==> config.mk <==
export PLATFORM = sky130hd
export DESIGN_NAME = jrb8_input_port_flat
export DESIGN_NICKNAME = d
export VERILOG_FILES = /design/src/rtl/jrb8_input_port_if.sv /design/src/rtl/jrb8_input_port.sv /design/src/flat_wrapper.sv
export SDC_FILE = /design/constraint.sdc
export NUM_CORES = 1
export LEC_CHECK = 0
export BUFFER_PORTS_ARGS = -buffer_cell sky130_fd_sc_hd__buf_2
export CAP_MARGIN = 20
export CORE_MARGIN = 2
export CORE_UTILIZATION = 30
export DETAILED_ROUTE_END_ITERATION = 7
export PLACE_DENSITY = 0.5
export SLEW_MARGIN = 20
export SYNTH_ARGS = -nofsm -noshare
export SYNTH_HDL_FRONTEND = slang
export SYNTH_SLANG_ARGS = --single-unit
==> constraint.sdc <==
create_clock -name clk -period 1.3 [get_ports clk]
set_input_delay 0.195 -clock clk [delete_from_list [all_inputs] [get_ports clk]]
set_output_delay 0.195 -clock clk [all_outputs]
set_load 0.01 [all_outputs]
==> src/rtl/jrb8_input_port_if.sv <==
// ---------------------------------------------------------------------------
// jrb8_input_port_if
//
// Bundles the switch input, CPU read handshake and status outputs of the
// jrb8 input port. Clock and reset stay outside the interface.
//
// Signals:
//   ena      - design enable (low freezes debounce state and holding reg)
//   sw_in    - raw switch inputs, asynchronous to clk
//   rd_req   - one-cycle CPU read strobe
//   rd_data  - holding register contents
//   rd_valid - holding register contains an unread byte
//   overrun  - sticky: an unread byte was overwritten
//   level    - current settled switch value
//
// Modports:
//   master - CPU / stimulus side (drives ena, sw_in, rd_req)
//   slave  - the input port itself
// ---------------------------------------------------------------------------
interface jrb8_input_port_if;
    logic       ena;
    logic [7:0] sw_in;
    logic       rd_req;
    logic [7:0] rd_data;
    logic       rd_valid;
    logic       overrun;
    logic [7:0] level;

    modport master (
        output ena,
        output sw_in,
        output rd_req,
        input  rd_data,
        input  rd_valid,
        input  overrun,
        input  level
    );

    modport slave (
        input  ena,
        input  sw_in,
        input  rd_req,
        output rd_data,
        output rd_valid,
        output overrun,
        output level
    );
endinterface

==> src/rtl/jrb8_input_port.sv <==
// ---------------------------------------------------------------------------
// jrb8_input_port
//
// Input side of the jrb8 computer: synchronises the eight switches,
// debounces them and hands each newly settled byte to the CPU through a
// one-entry holding register with a valid/read handshake. The settled value
// is also exposed continuously on `level` for polling.
//
// Optional feature macro: JRB8_INPUT_DEBOUNCE_EN
//   defined   - two-state debounce FSM (STABLE/SETTLING) with a 24-bit
//               counter; a value must hold DEBOUNCE_CYCLES cycles before it
//               is committed.
//   undefined - no debounce: any synchronised change is committed on the
//               next enabled edge; DEBOUNCE_CYCLES is ignored.
//
// Parameters:
//   DEBOUNCE_CYCLES - cycles the synchronised input must hold (1..2^24-1)
//
// Ports:
//   clk   - system clock
//   rst_n - asynchronous active-low reset
//   bus   - jrb8_input_port_if.slave (ena, sw_in, rd_req in;
//           rd_data, rd_valid, overrun, level out)
//
// All outputs are registered; no combinational path from sw_in or rd_req.
// ---------------------------------------------------------------------------
module jrb8_input_port #(
    parameter logic [23:0] DEBOUNCE_CYCLES = 24'd10_000
) (
    input  logic                     clk,
    input  logic                     rst_n,
    jrb8_input_port_if.slave         bus
);

    // -----------------------------------------------------------------------
    // Two-flop synchroniser; runs regardless of ena.
    // -----------------------------------------------------------------------
    logic [7:0] s1_q;
    logic [7:0] s2_q;

    always_ff @(posedge clk or negedge rst_n) begin
        if (!rst_n) begin
            s1_q <= '0;
            s2_q <= '0;
        end else begin
            s1_q <= bus.sw_in;
            s2_q <= s1_q;
        end
    end

    // -----------------------------------------------------------------------
    // Output registers
    // -----------------------------------------------------------------------
    logic [7:0] level_q,    level_d;
    logic [7:0] rd_data_q,  rd_data_d;
    logic       rd_valid_q, rd_valid_d;
    logic       overrun_q,  overrun_d;

    // Commit request from the debounce stage and the byte it carries.
    logic       commit;
    logic [7:0] commit_data;

`ifdef JRB8_INPUT_DEBOUNCE_EN
    // -----------------------------------------------------------------------
    // Debounce FSM
    // -----------------------------------------------------------------------
    typedef enum logic {
        ST_STABLE,
        ST_SETTLING
    } state_t;

    state_t      state_q, state_d;
    logic [7:0]  cand_q,  cand_d;
    logic [23:0] cnt_q,   cnt_d;

    always_ff @(posedge clk or negedge rst_n) begin
        if (!rst_n) begin
            state_q <= ST_STABLE;
            cand_q  <= '0;
            cnt_q   <= '0;
        end else begin
            state_q <= state_d;
            cand_q  <= cand_d;
            cnt_q   <= cnt_d;
        end
    end

    always_comb begin
        state_d     = state_q;
        cand_d      = cand_q;
        cnt_d       = cnt_q;
        commit      = 1'b0;
        commit_data = cand_q;

        if (bus.ena) begin
            unique case (state_q)
                ST_STABLE: begin
                    if (s2_q != level_q) begin
                        state_d = ST_SETTLING;
                        cand_d  = s2_q;
                        cnt_d   = '0;
                    end
                end
                ST_SETTLING: begin
                    if (s2_q != cand_q) begin
                        // Any bounce restarts the settling window.
                        cand_d = s2_q;
                        cnt_d  = '0;
                    end else if (cnt_q == DEBOUNCE_CYCLES - 24'd1) begin
                        state_d = ST_STABLE;
                        // Input settled back on the old value: nothing new
                        // to present.
                        commit  = (cand_q != level_q);
                    end else begin
                        cnt_d = cnt_q + 24'd1;
                    end
                end
                default: begin
                    state_d = ST_STABLE;
                end
            endcase
        end
    end
`else
    // -----------------------------------------------------------------------
    // No debounce: any synchronised change commits on an enabled edge.
    // -----------------------------------------------------------------------
    always_comb begin
        commit      = bus.ena && (s2_q != level_q);
        commit_data = s2_q;
    end

    // The parameter has no role in this build.
    logic unused_debounce_cycles;
    assign unused_debounce_cycles = ^DEBOUNCE_CYCLES;
`endif

    // -----------------------------------------------------------------------
    // Holding register and handshake
    // -----------------------------------------------------------------------
    logic rd_fire;

    always_comb begin
        rd_fire    = bus.ena && bus.rd_req && rd_valid_q;

        level_d    = level_q;
        rd_data_d  = rd_data_q;
        rd_valid_d = rd_valid_q;
        overrun_d  = overrun_q;

        if (commit) begin
            level_d    = commit_data;
            rd_data_d  = commit_data;
            rd_valid_d = 1'b1;
        end else if (rd_fire) begin
            rd_valid_d = 1'b0;
        end

        // A read on the commit edge consumes the old byte, so it is not lost.
        if (rd_fire) begin
            overrun_d = 1'b0;
        end else if (commit && rd_valid_q) begin
            overrun_d = 1'b1;
        end
    end

    always_ff @(posedge clk or negedge rst_n) begin
        if (!rst_n) begin
            level_q    <= '0;
            rd_data_q  <= '0;
            rd_valid_q <= 1'b0;
            overrun_q  <= 1'b0;
        end else begin
            level_q    <= level_d;
            rd_data_q  <= rd_data_d;
            rd_valid_q <= rd_valid_d;
            overrun_q  <= overrun_d;
        end
    end

    assign bus.level    = level_q;
    assign bus.rd_data  = rd_data_q;
    assign bus.rd_valid = rd_valid_q;
    assign bus.overrun  = overrun_q;

endmodule

==> src/flat_wrapper.sv <==
// flat-port wrapper written by rule: the top's interface ports become plain ports
module jrb8_input_port_flat 
#(
    parameter logic [23:0] DEBOUNCE_CYCLES = 24'd10_000
)
  (clk, rst_n, bus_ena, bus_sw_in, bus_rd_req, bus_rd_data, bus_rd_valid, bus_overrun, bus_level);
  jrb8_input_port_if bus_i ();
  input  logic clk;
  input  logic rst_n;
  input wire logic [$bits(bus_i.ena)-1:0] bus_ena;
  input wire logic [$bits(bus_i.sw_in)-1:0] bus_sw_in;
  input wire logic [$bits(bus_i.rd_req)-1:0] bus_rd_req;
  output wire logic [$bits(bus_i.rd_data)-1:0] bus_rd_data;
  output wire logic [$bits(bus_i.rd_valid)-1:0] bus_rd_valid;
  output wire logic [$bits(bus_i.overrun)-1:0] bus_overrun;
  output wire logic [$bits(bus_i.level)-1:0] bus_level;
  assign bus_i.ena = bus_ena;
  assign bus_i.sw_in = bus_sw_in;
  assign bus_i.rd_req = bus_rd_req;
  assign bus_rd_data = bus_i.rd_data;
  assign bus_rd_valid = bus_i.rd_valid;
  assign bus_overrun = bus_i.overrun;
  assign bus_level = bus_i.level;
  jrb8_input_port #(.DEBOUNCE_CYCLES(DEBOUNCE_CYCLES)) u_core (.clk(clk), .rst_n(rst_n), .bus(bus_i));
endmodule
# Word-level counts from Yosys, hierarchy flattened
# Index checks and enable logic that the tools add are counted.
[word_totals]
regBits = 26
latch_bits = 0
mem_bits_rw = 0
romBits = 0
in_bits = 12
elab_cells = 16
memories = 0
[op_classes]
n_addsub = 0
mul = 0
div_mod_pow = 0
magnitude_cmp = 0
eq_ne = 1
n_shift = 0
muxes = 4
bitwise_logic = 0
reduce_logical = 6
[ops]
columns = ["cell", "count"]
rows = [
  ["8-bit != test", 1],
  ["1-bit logical AND", 4],
  ["1-bit 2-to-1 mux", 4],
  ["2-bit nonzero test", 2],
]

# Longest topological paths before layout
# Gate-level depths: netlist of the first run.
[logic_depth]
ltp_word = 5
depth_mapped = 4
depth_no_buf = 4

# Worst setup path before layout of the first run
# OpenSTA, ideal clock, no wires.
[synth_timing]
path_type = "reg2reg"
from = "reg u_core.level_q[2] (netlist: u_core.bus.level[2])"
to = "reg u_core.level_q[0] (netlist: u_core.bus.level[0])"
setup_ns = 0.125
t_arrival_ns = 1.381
t_required_ns = 1.175
path_slack_ns = -0.206
path_stages_with_launch = 5
n_path_buf = 0
synth_period_minus_slack_ns = 1.506
path_cell_list = "dfrtp_1 -> xnor2_1 -> nand4_1 -> o21ai_4 -> mux2_2"
[synth_between]
elab_chain_cells = 2
[synth_lines]
columns = ["element", "line", "text"]
rows = [
  ["start: declaration", "jrb8_input_port.sv:54", "logic [7:0] level_q, level_d;"],
  ["start signal: assignment", "jrb8_input_port.sv:174", "level_q <= level_d;"],
  ["8-bit != test", "jrb8_input_port.sv:129", "commit = bus.ena && (s2_q != level_q);"],
  ["1-bit logical AND", "jrb8_input_port.sv:129", ""],
]
# Every way passes these cells.
# A chain may end at the register's enable or synchronous reset.

# Worst setup path after layout of the first run
[layout_timing]
from = "reg u_core.level_q[5] (netlist: u_core.bus.level[5])"
to = "reg u_core.level_q[5] (netlist: u_core.bus.level[5])"
# Same word-level chain as after synthesis.

==> results of run 1 <==
per-stage QoR:
| stage | instances | worst slack, ns | TNS, ns | power (mW) | hold slack, ns |
|---|---|---|---|---|---|
| 3_3_place_gp | 125 | -0.2190 | -1.681 | 1.182 | 0.2255 |
| 4_1_cts | 137 | -0.2493 | -1.887 | 1.523 | 0.1475 |
| 6_report | 137 | -0.2142 | -1.641 | 1.491 | 0.1624 |
| 2_1_floorplan | 60 | -0.1991 | -1.552 | 1.068 | -0.1006 |
| 5_1_grt | 137 | -0.3272 | -2.599 | 1.581 | 0.1864 |
| 3_5_place_dp | 125 | -0.2317 | -1.731 | 1.187 | 0.2261 |
Yosys cell counts (all sizes together):
cell type | count | area (sq um)
nand4 | 2 | 12.51
nand2 | 3 | 11.26
buf | 8 | 60.06
nand3 | 1 | 5.000
dfrtp | 26 | 650.6
inv | 1 | 3.750
mux2 | 8 | 90.09
o21ai | 2 | 21.27
a21oi | 1 | 5.000
xnor2 | 8 | 70.07
cell usage in the layout (no fill, tap or decap):
master / count
a21oi_1: 1
buf_2: 29
buf_4: 11
clkbuf_4: 3
dfrtp_1: 26
dlygate4sd3_1: 9
inv_1: 1
mux2_2: 7
mux2_4: 1
nand2_1: 3
nand3_1: 1
nand4_1: 2
o21ai_0: 1
o21ai_4: 1
xnor2_1: 8
power by group:
group	switching, mW	internal, mW	total, mW
logic	0.122	0.161	0.284
clock network	0.199	0.108	0.307
registers	0.0339	0.866	0.900
total	0.355	1.14	1.49
worst max-delay path, stage by stage, from the launching register on:
cell     delay [ns]
dfrtp_1        0.41
xnor2_1        0.19
nand4_1        0.16
o21ai_4        0.17
buf_4          0.16
mux2_2         0.32
area by class of cell:
cell class                      count  area (sq um)  share of cell area
Multi-Input combinational cell     25         219.0              0.1745
Sequential cell                    26         650.6              0.5184
Inverter                            1         3.754            0.002991
Clock buffer                        3         22.52             0.01795
Tap cell                           33         41.29             0.03290
Timing Repair Buffer               49         317.8              0.2532
kinds of logic (layout without fill, tap and decap cells):
kind of cell | count (synthesis) | after routing | synth area share
DFF | 26 | 26 | 0.6999
xor gates and xnor gates | 8 | 8 | 0.07537
muxes | 8 | 8 | 0.09691
AOI/OAI and AO/OA | 3 | 3 | 0.02826
and+or+nand+nor | 6 | 6 | 0.03095
buffers and inverters | 9 | 53 | 0.06864
worst paths after layout:
| check | slack [ns] | cells after the start | to | startpoint |
|---|---|---|---|---|
| min in group asynchronous | 0.40 | 2 | u_core.s1_q[5] | rst_n |
| min reg2reg | 0.36 | 0 | u_core.commit_data[0] | u_core.s1_q[0] |
| min | 0.16 | 4 | u_core.bus.rd_valid | bus_rd_req |
| max reg2reg | -0.21 | 5 | u_core.bus.level[5] | u_core.bus.level[5] |
| max | -0.21 | 5 | u_core.bus.level[5] | u_core.bus.level[5] |
| max in group asynchronous | 0.52 | 2 | u_core.s1_q[2] | rst_n |
routing by layer:
layer  GRT usage  part of all wire
met5           0                 0
met3     0.01948             0.039
met1      0.1127              0.44
met4     0.04762             0.016
met2      0.1304              0.51
sequential cells by signal (all words and copies together), names as in the netlist:
| register | cells |
|---|---|
| u_core.bus.level | 8 |
| u_core.commit_data | 8 |
| u_core.bus.overrun | 1 |
| u_core.bus.rd_valid | 1 |
| u_core.s1_q | 8 |
repair_timing:
action | CTS | global route
pin swaps | 0 | 0
hold endpoints to repair | 34 | 0
endpoints found under the setup margin | 8 | 10
hold buffers | 9 | 0
==> metrics.md, run 1 <==
| Metric | Value |
|---|---|
| I/O pins | 30 |
| Nets | 118 |
| FILL cells | 301 |
| Setup CP Type | reg2reg |
| Cts bufs inserted | 3 |
| Fmax | 660.4 MHz |
| FF+latch count, synth | 26 |
| Minimum clock period | 1.514 ns |
| DRT iter0 DRCs | 9 |
| # rows | 20 |
| Post-synthesis sequential area ratio | 0.6999 |
| WP data required | approximately 1.5 ns |
| Routed WL per cell | 10.23 um |
| Initial Util | 0.3096 |
| Fin area | 0.001255 sq mm |
| TritonCTS clock tree | yes |
| CP Launch Type | register |
| Final ANT Viol Nets | 0 |
| Setup Fix Bufs, Post-CTS | 0 |
| Final Hold Vio Count | 0 |
| CTS H-tree depth | 1 |
| Worst hold path class | in2reg |
| Worst setup margin | -0.2142 ns |
| Failing checks | negative setup slack |
| Die Ht | 59.67 um |
| Crit-path max FO | 4 |
| ANT cells | 0 |
| DRC Markers | 0 |
| Die area | approximately 0.0036 sq mm |
| Slew Limit Headroom | 0.6235 |
| Worst Setup End Kind | register |
| Clock slew seen by the registers of the worst setup and hold paths | roughly 0.12 ns |
| Crit path DAT | 1.72 ns |
| Unrepaired setup endpoints after global routing | true |
| Final HPWL DP | 1062 um |
| Share of layout cells above drive strength 1 | 0.5000 |
| Clock skew | 0.009319 ns |
| Layout Utilization | 0.4179 |
| Slew @ Worst Pin | 0.5648 ns |
| 1st-pass router iterations | 3 |
| Via count | 563 |
| Peak VDD IR | 0.5948 mV |
| Area growth from synthesis to layout | 34.99% |
| Number of vias per cell | between 4 and 5 |
| Syn Std Cell Area | 929.6 sq um |
| Synth unique cells | 11 |
| Clock root buffer master | clkbuf_4 |
| Core box area | 0.003003 sq mm |
| Cells after Synth | 60 |
| Post-cts resize count | 0 |
| Clk Latency, worst-skew pair | 0.30 ns |
| Fin crit share | 1.165 |
| Slew Limit Fails | 0 |
| Setup Viol. Count Final | 8 |
| Status | finished with violations |
| Clk buf depth | 2 |
| Gpl congestion | 0.6923 |
| Die Wd | 59.67 um |
| Leakage power | 0.5945 nW |
| PD cells | about 1200 mW/mm^2 |
| GRT overflow | 0 |
| Vias in the first global route | about 530 |
| DP Area | 0.001142 sq mm |
| Clock sink count | 26 |
| GRT Total Usage | 0.08569 |
| Max-Cap Viols | 0 |
| First-pass GRT wire length | around 2200 um |
| Synth warn | 0 |
| Final WL | between 1000 and 1500 um |
| Initial antenna violation count | 0 |
| Largest net degree at the start of global routing | 27 |
| Synth Area per Inst | around 15 sq um |
| Port Buffers | 29 |
| Syn Nets | 72 |
Power figures use the tool's default switching activity.
==> inputs of run 2 (changes only) <==
--- a/config.mk
+++ b/config.mk
@@ -9,8 +9,10 @@
 export CAP_MARGIN = 20
 export CORE_MARGIN = 2
 export CORE_UTILIZATION = 30
+export CTS_CLUSTER_SIZE = 8
 export DETAILED_ROUTE_END_ITERATION = 7
 export PLACE_DENSITY = 0.5
+export SETUP_SLACK_MARGIN = 0.3
 export SLEW_MARGIN = 20
 export SYNTH_ARGS = -nofsm -noshare
 export SYNTH_HDL_FRONTEND = slang
==> run 2 against run 1 <==
Effect of this change:
- the flow still finishes with violations (negative setup slack)
- combinational power grew 43%
- first-iteration DRC count grew 120%
- via count rose by 5.9%
==> metrics.md, run 2 (synthesized netlist as in run 1, its figures left out) <==
| Metric | Value |
|---|---|
| Crit path DAT | 1.75 ns |
| Initial Util | 0.3096 |
| Worst hold path class | in2reg |
| Cell Count, Final, Fillers Out | approximately 140 |
| Fmax | roughly 650 MHz |
| Nets | 123 |
| Core box area | 0.003003 sq mm |
| Inst Count DP | around 130 |
| Most frequent cells in the layout | dfrtp_1 (26), buf_6 (23), buf_2 (16), dlygate4sd3_1 (9) |
| Layout Utilization | 0.4854 |
| Share of layout cells above drive strength 1 | 0.5455 |
| Final ANT Viol Nets | 0 |
| I/O pins | 30 |
| Peak VDD IR | 0.6909 mV |
| Setup CP Type | reg2reg |
| Die area | 0.003560 sq mm |
| CTS H-tree depth | 1 |
| CP Launch Type | register |
| Slew Limit Fails | 0 |
| R2R setup slack | -0.24 ns |
| Via count | 596 |
| 1st-pass router iterations | 2 |
| FILL cells | 274 |
| Cts bufs inserted | 3 |
| GRT overflow | 0 |
| Worst Setup End Kind | register |
| Worst path max stage delay | a little over 0.4 ns |
| Max-Cap Viols | 0 |
| Worst setup margin | -0.2396 ns |
| Final WL | 1608 um |
| Critical Path, Cell by Cell | xnor2_1, nand4_1, o21ai_4, buf_6, mux2_4 |
| Clk Latency, worst-skew pair | around 0.32 ns |
| # rows | 20 |
| Worst r2r src | u_core.commit_data[2] |
| DRC Markers | 0 |
| Most common cell after layout, fill and taps aside | dfrtp_1 |
| Largest net degree at the start of global routing | 27 |
| Leakage power | 0.6957 nW |
| Clk buf depth | 2 |
| Worst path slowest cell | dfrtp_1 |
| Number of vias per cell | approximately 4.2 |
| Final Hold Vio Count | 0 |
| Unrepaired setup endpoints after global routing | true |
| Fin crit share | 1.184 |
| Port Buffers | 29 |
| Routed WL per cell | 11.24 um |
| PD cells | roughly 1200 mW/mm^2 |
| Clock slew seen by the registers of the worst setup and hold paths | 0.13 ns |
| Failing checks | negative setup slack |
| Slew Limit Headroom | 0.6231 |
| Cell depth of the worst flop-to-flop path | 5 |
| WP data required | approximately 1.5 ns |
| Setup Viol. Count Final | 10 |
| Initial antenna violation count | 0 |
| GRT Total Usage | 0.09864 |
| Minimum clock period | roughly 1.5 ns |
| Hold path depth | 4 |
| Status | finished with violations |
| Die Wd | 59.67 um |
| TritonCTS clock tree | yes |
| Area growth from synthesis to layout | 56.80% |
| First-pass GRT wire length | 2532 um |
| Clock sink count | 26 |
| Final HPWL DP | 1045 um |
| Worst hold margin | 0.1526 ns |
| Crit-path max FO | 3 |
| Clock root buffer master | clkbuf_4 |
| DRT iter0 DRCs | 20 |
| Vias in the first global route | 620 |
| Die Ht | 59.67 um |
| Gpl congestion | 0.6065 |
| ANT cells | 0 |
| Slew @ Worst Pin | 0.5653 ns |
| Hold_sp | bus_rd_req |
| Clock skew | 0.007659 ns |
| Origin of the worst setup path | u_core.commit_data[2] |
==> run 2: path summary, 6_finish.rpt <==
check | end
max | u_core.bus.level[7]
min | u_core.bus.rd_valid
max reg2reg | u_core.bus.level[7]
min reg2reg | u_core.commit_data[0]
max in group asynchronous | u_core.commit_data[7]
min in group asynchronous | u_core.s1_q[5]
==> run 2: per-stage QoR <==
stage / setup slack [ns] / total power [mW] / cell area (sq um) / TNS [ns]
floorplan: -0.1991 / 1.068 / 933.4 / -1.552
global placement: -0.2125 / 1.182 / 1142 / -1.624
detailed placement: -0.2279 / 1.186 / 1142 / -1.736
CTS: -0.2467 / 1.728 / 1443 / -2.014
global route: -0.3149 / 1.802 / 1458 / -2.697
finish: -0.2396 / 1.708 / 1458 / -1.970
==> run 2: final cells by class <==
cell class / count / area, sq um / area share
timing repair buffer: 54 / 474.2 / 0.3253
multi-input combinational: 25 / 251.5 / 0.1725
inverter: 1 / 3.754 / 0.002575
clock buffer: 4 / 36.28 / 0.02489
tap: 33 / 41.29 / 0.02833
sequential: 26 / 650.6 / 0.4464
==> run 2: critical path, delay by kind of cell, from the launching register on <==
kind                   cells  cell delay, ns
multiplexers               1            0.29
AO/OA/AOI/OAI              1            0.23
AND/OR/NAND/NOR            1            0.17
buffers and inverters      1            0.14
flip-flops                 1            0.41
XOR/XNOR                   1            0.19
==> run 2: power by group <==
part / switching, mW / internal, mW / total (mW)
clock network: 0.229 / 0.171 / 0.400
registers: 0.0357 / 0.866 / 0.902
logic: 0.149 / 0.257 / 0.406
==> run 2: timing repair <==
item | 4_1_cts | 5_1_grt
hold buffers | 9 | 0
pin swaps | 3 | 4
resized for setup | 32 | 0
gates cloned | 0 | 0
hold endpoints to repair | 34 | 0
buffers inserted | 3 | 2
endpoints found under the setup margin | 28 | 28
==> run 2: metal layers <==
layer,share of wire,vias to the layer above,global-route usage,wire (um)
li1,-,288,-,-
met2,0.52,16,0.1553,831
met4,0.016,0,0.05714,25
met3,0.041,4,0.02597,66
met1,0.43,288,0.1215,685
met5,0,-,0,0
==> inputs of run 3 (changes only) <==
--- a/config.mk
+++ b/config.mk
@@ -12,6 +12,7 @@
 export CTS_CLUSTER_SIZE = 8
 export DETAILED_ROUTE_END_ITERATION = 7
 export PLACE_DENSITY = 0.5
+export RECOVER_POWER = 50
 export SETUP_SLACK_MARGIN = 0.3
 export SLEW_MARGIN = 20
 export SYNTH_ARGS = -nofsm -noshare
==> run 3 against run 2 <==
Effect of this change:
- first-iteration DRC count unchanged
- non-clock buffer count unchanged
- flip-flop and latch count unchanged
- power about the same
- setup slack did not move
- final cell count did not move
- the run still ends with negative setup slack left
- final area unchanged
- register-to-register slack is essentially flat
- clock power is essentially flat
- sequential share of layout area did not move
==> metrics.md, run 3 (synthesized netlist as in run 1, its figures left out) <==
| Metric | Value |
|---|---|
| Crit-path max FO | 3 |
| Failing checks | negative setup slack |
| Clock sink count | 26 |
| Initial antenna violation count | 0 |
| Core box area | 0.003003 sq mm |
| Register Area | 650.6 sq um |
| First-pass GRT wire length | roughly 2500 um |
| Gpl congestion | around 0.61 |
| DRT iter0 DRCs | 20 |
| Clock slew seen by the registers of the worst setup and hold paths | 0.13 ns |
| Fmax | 649.5 MHz |
| Slew @ Worst Pin | between 0.6 and 0.7 ns |
| WP data required | roughly 1.5 ns |
| Total power | roughly 1.7 mW |
| Final ANT Viol Nets | 0 |
| Clock root buffer master | clkbuf_4 |
| Clk pwr share | 0.234 |
| Via count | 596 |
| CP Launch Type | register |
| Clk buf depth | 2 |
| Initial Util | 0.3096 |
| Status | finished with violations |
| Most frequent cells in the layout | dfrtp_1 (26), buf_6 (23), buf_2 (15), dlygate4sd3_1 (9) |
| Worst Setup End Kind | register |
| Cts bufs inserted | 3 |
| Setup CP Type | reg2reg |
| Area growth from synthesis to layout | 56.80% |
| Final Hold Vio Count | 0 |
| Leakage power | 0.6959 nW |
| Final WL | 1608 um |
| Clk Latency, worst-skew pair | 0.32 ns |
| Switch share | 0.2420 |
| Switching pwr | about 410 uW |
| Port Buffers | 29 |
| Setup Viol. Count Final | 10 |
| PD cells | 1171 mW/mm^2 |
| Peak VDD IR | 0.6909 mV |
| Unrepaired setup endpoints after global routing | true |
| Routed WL per cell | approximately 11 um |
| Clock skew | about 0.0077 ns |
| Minimum clock period | about 1.5 ns |
| Crit path DAT | approximately 1.8 ns |
| Combinational power share | 0.238 |
| Worst hold path class | in2reg |
| # rows | 20 |
| Most common cell after layout, fill and taps aside | dfrtp_1 |
| CTS H-tree depth | 1 |
| Slew Limit Headroom | 0.5804 |
| Final HPWL DP | between 1000 and 1500 um |
| Internal power | 1.294 mW |
| GRT overflow | 0 |
| Slew Limit Fails | 0 |
| FILL cells | 274 |
| 1st-pass router iterations | 2 |
| Multi-input gate area | 251.5 sq um |
| ANT cells | 0 |
| Layout Utilization | 0.4854 |
| Max-Cap Viols | 0 |
| Worst setup margin | -0.2396 ns |
| Share of layout cells above drive strength 1 | 0.5455 |
| Nets | 123 |
| Die Ht | 59.67 um |
| DRC Markers | 0 |
| Vias in the first global route | 620 |
| Fin crit share | 1.184 |
| Die Wd | 59.67 um |
| Number of vias per cell | 4.168 |
| I/O pins | 30 |
| Sequential share of power | 0.528 |
| TNS Setup | -1.970 ns |
| Largest net degree at the start of global routing | 27 |
| Die area | approximately 0.0036 sq mm |
| TritonCTS clock tree | yes |
| GRT Total Usage | 0.09864 |
==> run 3: cell types whose count changed in the layout (fill, tap and decap cells not counted) <==
cell and change:
clkbuf_2 +1, buf_2 -1
==> run 3: layout make-up <==
cell class | instances | area share
Clock buffer | 4 | 0.02489
Inverter | 1 | 0.002575
Multi-Input combinational cell | 25 | 0.1725
Sequential cell | 26 | 0.4464
Tap cell | 33 | 0.02833
Timing Repair Buffer | 54 | 0.3253
==> run 3: path summary, 6_finish.rpt <==
path                                  startpoint               endpoint  slack, ns  cells after the start
min in group asynchronous                  rst_n         u_core.s1_q[5]       0.41                      2
max in group asynchronous                  rst_n  u_core.commit_data[7]       0.48                      2
max reg2reg                u_core.commit_data[2]    u_core.bus.level[7]      -0.24                      5
max                        u_core.commit_data[2]    u_core.bus.level[7]      -0.24                      5
min reg2reg                       u_core.s1_q[0]  u_core.commit_data[0]       0.36                      0
min                                   bus_rd_req    u_core.bus.rd_valid       0.15                      4
==> run 3: what timing repair did <==
| action | 4_1_cts | 5_1_grt |
|---|---|---|
| setup endpoints to repair | 28 | 28 |
| hold buffers | 9 | 0 |
| cloned | 0 | 0 |
| gates resized for setup | 32 | 0 |
| endpoints found under the hold margin | 34 | 0 |
| pin swaps | 3 | 4 |
| buffers inserted | 3 | 2 |
==> run 3: metal layers <==
| layer | GRT usage | wire, um | vias up |
|---|---|---|---|
| met5 | 0 | 0 | - |
| li1 | - | - | 288 |
| met1 | 0.1215 | 685 | 288 |
| met4 | 0.05714 | 25 | 0 |
| met2 | 0.1553 | 832 | 16 |
| met3 | 0.02597 | 66 | 4 |
==> run 3: power groups by stage <==
stage	registers, mW	logic, mW	clock network, mW
after floorplan	0.938	0.130	0
after global placement	0.915	0.268	0
after detailed placement	0.917	0.270	0
after CTS	0.903	0.404	0.421
after global routing	0.910	0.437	0.456
final	0.902	0.406	0.400
==> run 3: critical path, stage by stage (launching register included) <==
cell and delay (ns):
dfrtp_1 0.41, xnor2_1 0.19, nand4_1 0.17, o21ai_4 0.23, buf_6 0.14, mux2_4 0.29
==> run 3: through the flow <==
stage          hold WS, ns  setup WS [ns]  instance area (sq um)  std cells
4_1_cts             0.1344        -0.2467                   1443        141
3_5_place_dp        0.2251        -0.2279                   1142        125
5_1_grt             0.1517        -0.3149                   1458        143
2_1_floorplan      -0.1006        -0.1991                  933.4         60
6_report            0.1526        -0.2396                   1458        143
3_3_place_gp        0.2217        -0.2125                   1142        125
